`config.mk`:
```
export PLATFORM = sky130hd
export DESIGN_NAME = kronos_mem_arbiter
export DESIGN_NICKNAME = d
export VERILOG_FILES = /design/src/rtl/kronos_types.sv /design/src/rtl/kronos_mem_arbiter.sv
export SDC_FILE = /design/constraint.sdc
export NUM_CORES = 1
export LEC_CHECK = 0
export CAP_MARGIN = 40
export CORE_AREA = 2 2 106 108
export DETAILED_ROUTE_END_ITERATION = 8
export DIE_AREA = 0 0 108 110
export PLACE_DENSITY = 0.72
export SETUP_SLACK_MARGIN = 0.15
export SYNTH_ARGS = -nofsm -noshare
export SYNTH_HDL_FRONTEND = slang
export SYNTH_SLANG_ARGS = --single-unit
```
`constraint.sdc`:
```
create_clock -name clk -period 2.27 [get_ports clk]
set_input_delay 0.227 -clock clk [delete_from_list [all_inputs] [get_ports clk]]
set_output_delay 0.227 -clock clk [all_outputs]
set_load 0.01 [all_outputs]
```
`src/rtl/kronos_types.sv`:
```
// rtl/kronos_types.sv - shared types for the kronos memory arbiter
//
// Contents:
//   mem_owner_e : owner of the shared memory port (none, fetch, load/store)
//   memreq_t    : one memory request {addr, wdata, mask, wr}
//   sat_inc4    : 4-bit saturating increment used by the starvation counter

package kronos_types;

  typedef enum logic [1:0] {
    OWN_NONE = 2'd0,
    OWN_IF   = 2'd1,
    OWN_DATA = 2'd2
  } mem_owner_e;

  typedef struct packed {
    logic [31:0] addr;
    logic [31:0] wdata;
    logic [3:0]  mask;
    logic        wr;
  } memreq_t;

  localparam logic [3:0] STARVE_CNT_MAX = 4'd15;

  function automatic logic [3:0] sat_inc4(input logic [3:0] v);
    return (v == STARVE_CNT_MAX) ? v : v + 4'd1;
  endfunction

endpackage

```
`src/rtl/kronos_mem_arbiter.sv`:
```
// rtl/kronos_mem_arbiter.sv - shares one single-port 32b memory between fetch and load/store
//
// Ports:
//   clk, rst                      clock, synchronous active-high reset
//   instr_addr/instr_req          fetch request from IF
//   instr_gnt/instr_data          fetch completion and read data
//   data_addr/wdata/mask/wr/req   load/store request from LSU
//   data_gnt/data_rdata           load/store completion and load data
//   mem_addr/wdata/mask/wr/req    request presented to the memory
//   mem_gnt/mem_rdata             memory completion and read data
//
// Data has fixed priority; after STARVE_LIMIT consecutive data grants with a
// fetch waiting, the fetch wins one turn. A request that misses (req without
// gnt) locks the port to its owner until the memory grants it.

module kronos_mem_arbiter
  import kronos_types::*;
#(
  parameter int STARVE_LIMIT = 4
) (
  input  logic        clk,
  input  logic        rst,
  input  logic [31:0] instr_addr,
  input  logic        instr_req,
  output logic        instr_gnt,
  output logic [31:0] instr_data,
  input  logic [31:0] data_addr,
  input  logic [31:0] data_wdata,
  input  logic [3:0]  data_mask,
  input  logic        data_wr,
  input  logic        data_req,
  output logic        data_gnt,
  output logic [31:0] data_rdata,
  output logic [31:0] mem_addr,
  output logic [31:0] mem_wdata,
  output logic [3:0]  mem_mask,
  output logic        mem_wr,
  output logic        mem_req,
  input  logic        mem_gnt,
  input  logic [31:0] mem_rdata
);

  localparam logic [3:0] STARVE_LIMIT_C = 4'(STARVE_LIMIT);

  mem_owner_e lock_q;
  logic [3:0] starve_cnt_q;

  mem_owner_e owner;
  memreq_t    if_rq;
  memreq_t    data_rq;
  memreq_t    sel_rq;
  logic       sel_req;

  // Fetch never writes, so its write fields are tied off.
  always_comb begin
    if_rq         = '0;
    if_rq.addr    = instr_addr;
    data_rq       = '0;
    data_rq.addr  = data_addr;
    data_rq.wdata = data_wdata;
    data_rq.mask  = data_mask;
    data_rq.wr    = data_wr;
  end

  // Effective owner: the locked owner wins outright; otherwise arbitrate
  // combinationally so a fresh request reaches memory in the same cycle.
  always_comb begin
    owner = OWN_NONE;
    if (lock_q != OWN_NONE) begin
      owner = lock_q;
    end else if (data_req && instr_req) begin
      owner = (starve_cnt_q >= STARVE_LIMIT_C) ? OWN_IF : OWN_DATA;
    end else if (data_req) begin
      owner = OWN_DATA;
    end else if (instr_req) begin
      owner = OWN_IF;
    end
  end

  always_comb begin
    sel_rq  = '0;
    sel_req = 1'b0;
    case (owner)
      OWN_IF: begin
        sel_rq  = if_rq;
        sel_req = instr_req;
      end
      OWN_DATA: begin
        sel_rq  = data_rq;
        sel_req = data_req;
      end
      default: begin
        sel_rq  = '0;
        sel_req = 1'b0;
      end
    endcase
  end

  // mem_wr is qualified by mem_req so a dropped store never leaves a write
  // strobe on the bus.
  always_comb begin
    mem_addr   = sel_rq.addr;
    mem_wdata  = sel_rq.wdata;
    mem_mask   = sel_rq.mask;
    mem_wr     = sel_rq.wr & sel_req;
    mem_req    = sel_req;
    instr_gnt  = mem_gnt & (owner == OWN_IF);
    data_gnt   = mem_gnt & (owner == OWN_DATA);
    instr_data = mem_rdata;
    data_rdata = mem_rdata;
  end

  // A miss keeps the owner; a grant or a dropped request frees the port.
  always_ff @(posedge clk) begin
    if (rst) begin
      lock_q       <= OWN_NONE;
      starve_cnt_q <= 4'd0;
    end else begin
      if (mem_req && !mem_gnt) begin
        lock_q <= owner;
      end else begin
        lock_q <= OWN_NONE;
      end

      if (data_gnt) begin
        starve_cnt_q <= instr_req ? sat_inc4(starve_cnt_q) : 4'd0;
      end else if (instr_gnt) begin
        starve_cnt_q <= 4'd0;
      end
    end
  end

  a_if_holds_req: assert property (@(posedge clk) disable iff (rst)
    (lock_q == OWN_IF) |-> instr_req);

  a_data_holds_req: assert property (@(posedge clk) disable iff (rst)
    (lock_q == OWN_DATA) |-> data_req);

endmodule

```
==> key figures <==
CTS
  – TritonCTS Buffers: 3
  – Clk slew on worst S/H paths: 40 ps
  – CTS HTree Levels: 1
  – CTS Sinks: 6
  – Post-CTS Hold Buffers: 0
  – Root Driver: clkbuf_8
  – Clk_lat worst skew: 230 ps
  – CTS tree: done
  – Clock buffer depth: 2

Routing
  – First-pass detailed-route iteration total: 4
  – WL per Instance: 16.4 um
  – Final antenna-violating net count: 0
  – DRC errors left: 0
  – Via-per-instance ratio: 4.12
  – Initial DRC Count: 95
  – Vias: 2,073
  – Final WL: 8.27 mm

Critical path
  – Max incr delay on CP: 400 ps
  – Top Family by Delay on Critical Path: buffers and inverters
  – CP Class: reg2out
  – CP Cell Sequence: or3b_4 > a31oi_4 > inv_2 > ha_4 > buf_4 > clkbuf_16 > a22oi_1 > nor2_1 > buf_2
  – Critical Path End Type: output pin
  – CP max-delay cell: or3b_4
  – CP Launch Type: register
  – CP Buf/Inv Count: 4
  – Crit path DAT: 2080 ps
  – Critical Path RT: 2040 ps
  – Reg2Reg Setup Slack: 120 ps
  – CP max FO: 8

GRT
  – Pin count of the biggest net entering global routing: 33
  – Antenna violations before repair: 0
  – First-pass GRT wire length: 11.4 mm
  – Total gr overflow: 0
  – GRT Util Overall: 12.4%
  – Number of global-route vias before repair: 2,126

Floorplanning
  – Chip height: 110 um
  – Ports: 274
  – Site Rows: 38
  – Initial Util: 14.3%
  – Die area: 0.0119 mm^2
  – Die X: 108 um
  – Core Area: 0.0107 mm^2

Synth
  – Avg Cell Area, Syn: 6.81 um^2
  – Cell area after synthesis: 0.00153 mm^2
  – Syn Inst Count: 225
  – Yosys top cell area share: 31.8%
  – Unique cell type count in the Yosys netlist: 26
  – Synth Register Bits: 6
  – Syn Nets: 366
  – Top post-synthesis cells by area: buf_4, a22oi_1, and2_1
  – Syn. warnings: 0
  – Sequential element share of the synthesized area: 7.84%
  – Area leader, netlist: buf_4

STA
  – Max Freq: 0.434 GHz
  – RSZ-0062 raised after global routing: yes
  – Final TNS setup: -175 ps
  – Final period util: 102%
  – Worst-Margin Slew: 382 ps
  – Max-slew violation count: 0
  – Post-layout min period: 2300 ps
  – Slew HR: 74.4%
  – Clk_skew: 1.19 ps
  – Endpoints failing hold: 0
  – Setup violations, final: 12
  – Final WS setup: -34.3 ps

Power and ir drop
  – Total Power: 1.02 mW
  – Leak: 1.58 nW
  – PwrDens: 278 mW/mm^2
  – Peak VDD IR: 0.000115 V

Place
  – Detailed placer's ending HPWL: 5.70 mm
  – DP Worst Slack: -572 ps
  – RePlAce Congestion: 0.748
  – I/O Buffers: 177
  – Placed insts: 476

Final layout
  – Storage cell area: 121 um^2
  – Syn-to-layout area delta: 140%
  – # diodes: 0
  – Nets: 506
  – Share of post-route cells with drive strength above 1: 52.3%
  – Fillcell total: 1,097
  – Finished Layout Cells: 503
  – Multi-input gate area: 0.00114 mm^2

Flow run
  – Max_cap viols: 0

Outcome
  – Status: complete, but fails checks
  – Violated checks: setup timing

Worst hold path
  – Hold Crit Class: in2out
[cells by family (layout without fill, tap and decap cells)]
group,Yosys count,count (layout),synth area share (%)
and+or+nand+nor,85,85,30.0
buffers and inverters,85,223,37.2
AOI/OAI and AO/OA,46,46,22.4
DFF,6,6,7.84
adders and majority gates,3,3,2.45
[layout by cell type, fill, tap and decap left out, types with 3 or more instances in the layout]
| cell | count |
|---|---|
| and2_1 | 7 |
| dfxtp_1 | 5 |
| a22oi_2 | 28 |
| clkdlybuf4s50_1 | 104 |
| nor2_1 | 33 |
| buf_4 | 16 |
| buf_12 | 6 |
| a22oi_1 | 5 |
| buf_16 | 7 |
| clkbuf_8 | 3 |
| and2_4 | 31 |
| buf_6 | 35 |
| buf_2 | 42 |
| inv_2 | 3 |
[metal layers]
metal  part of all wire [%]  global-route usage, %  wire length (um)  up-vias
li1                       -                      -                 -      970
met1                     38                   14.4              3180      965
met2                     51                   21.7              4250      112
met3                    7.5                   2.59               618       26
met4                    2.6                   5.77               213        0
met5                      0                      0                 0        -
[report_power, final]
group / total [mW] / internal, mW / switching, mW
Sequential: 0.109 / 0.107 / 0.00137
Clock: 0.166 / 0.114 / 0.0520
Combinational: 0.746 / 0.468 / 0.278
[worst paths after layout]
path / start / end / depth (start not counted)
max: starve_cnt_q[2]$_SDFFE_PP0P_ / mem_addr[23] / 9
min: mem_rdata[24] / data_rdata[24] / 0
max reg2reg: starve_cnt_q[2]$_SDFFE_PP0P_ / starve_cnt_q[3]$_SDFFE_PP0P_ / 9
min reg2reg: starve_cnt_q[1]$_SDFFE_PP0P_ / starve_cnt_q[1]$_SDFFE_PP0P_ / 2
[repair_timing]
| item | 4_1_cts | 5_1_grt |
|---|---|---|
| setup buffers | 12 | 2 |
| setup endpoints to repair | 76 | 76 |
| cloned | 8 | 2 |
| pin swaps | 17 | 7 |
| gates resized for setup | 382 | 41 |
[cell usage after synthesis]
library cell  instances
nand2b_1              2
o21a_1                2
a31o_1                1
or3b_4                1
dfxtp_1               6
or2_4                 1
nand4b_1              1
clkbuf_1              9
a21oi_1               2
and3_2                1
a31oi_4               1
ha_1                  3
nor4_1                1
o21ai_0               4
a22oi_1              33
nor4_2                1
buf_2                 6
a31oi_1               1
nand2_1               1
nand3_1               3
inv_1                 5
buf_4                65
nor2_1               33
a211oi_1              2
and3_1                2
and2_1               38
[sequential cells by signal, indices dropped and copies added (netlist names)]
signal and count:
lock_q 2, starve_cnt_q 4
[cell type report]
cell class              instances  area share (%)
well taps                     140            4.76
flip-flops and latches          6            3.30
inverters                       5           0.510
clock buffers                   3            1.12
repair buffers                215            59.4
multi-input cells             134            30.9
[stage by stage]
step / hold slack, ps / area (um^2) / utilization (%)
final: 454 / 3680 / 34.4
after detailed placement: 454 / 3050 / 28.5
after global placement: 454 / 3050 / 28.5
after CTS: 454 / 3450 / 32.2
after floorplan: 297 / 1530 / -
after global routing: 454 / 3680 / 34.4
Note: power is estimated with default switching activity, not from simulation.
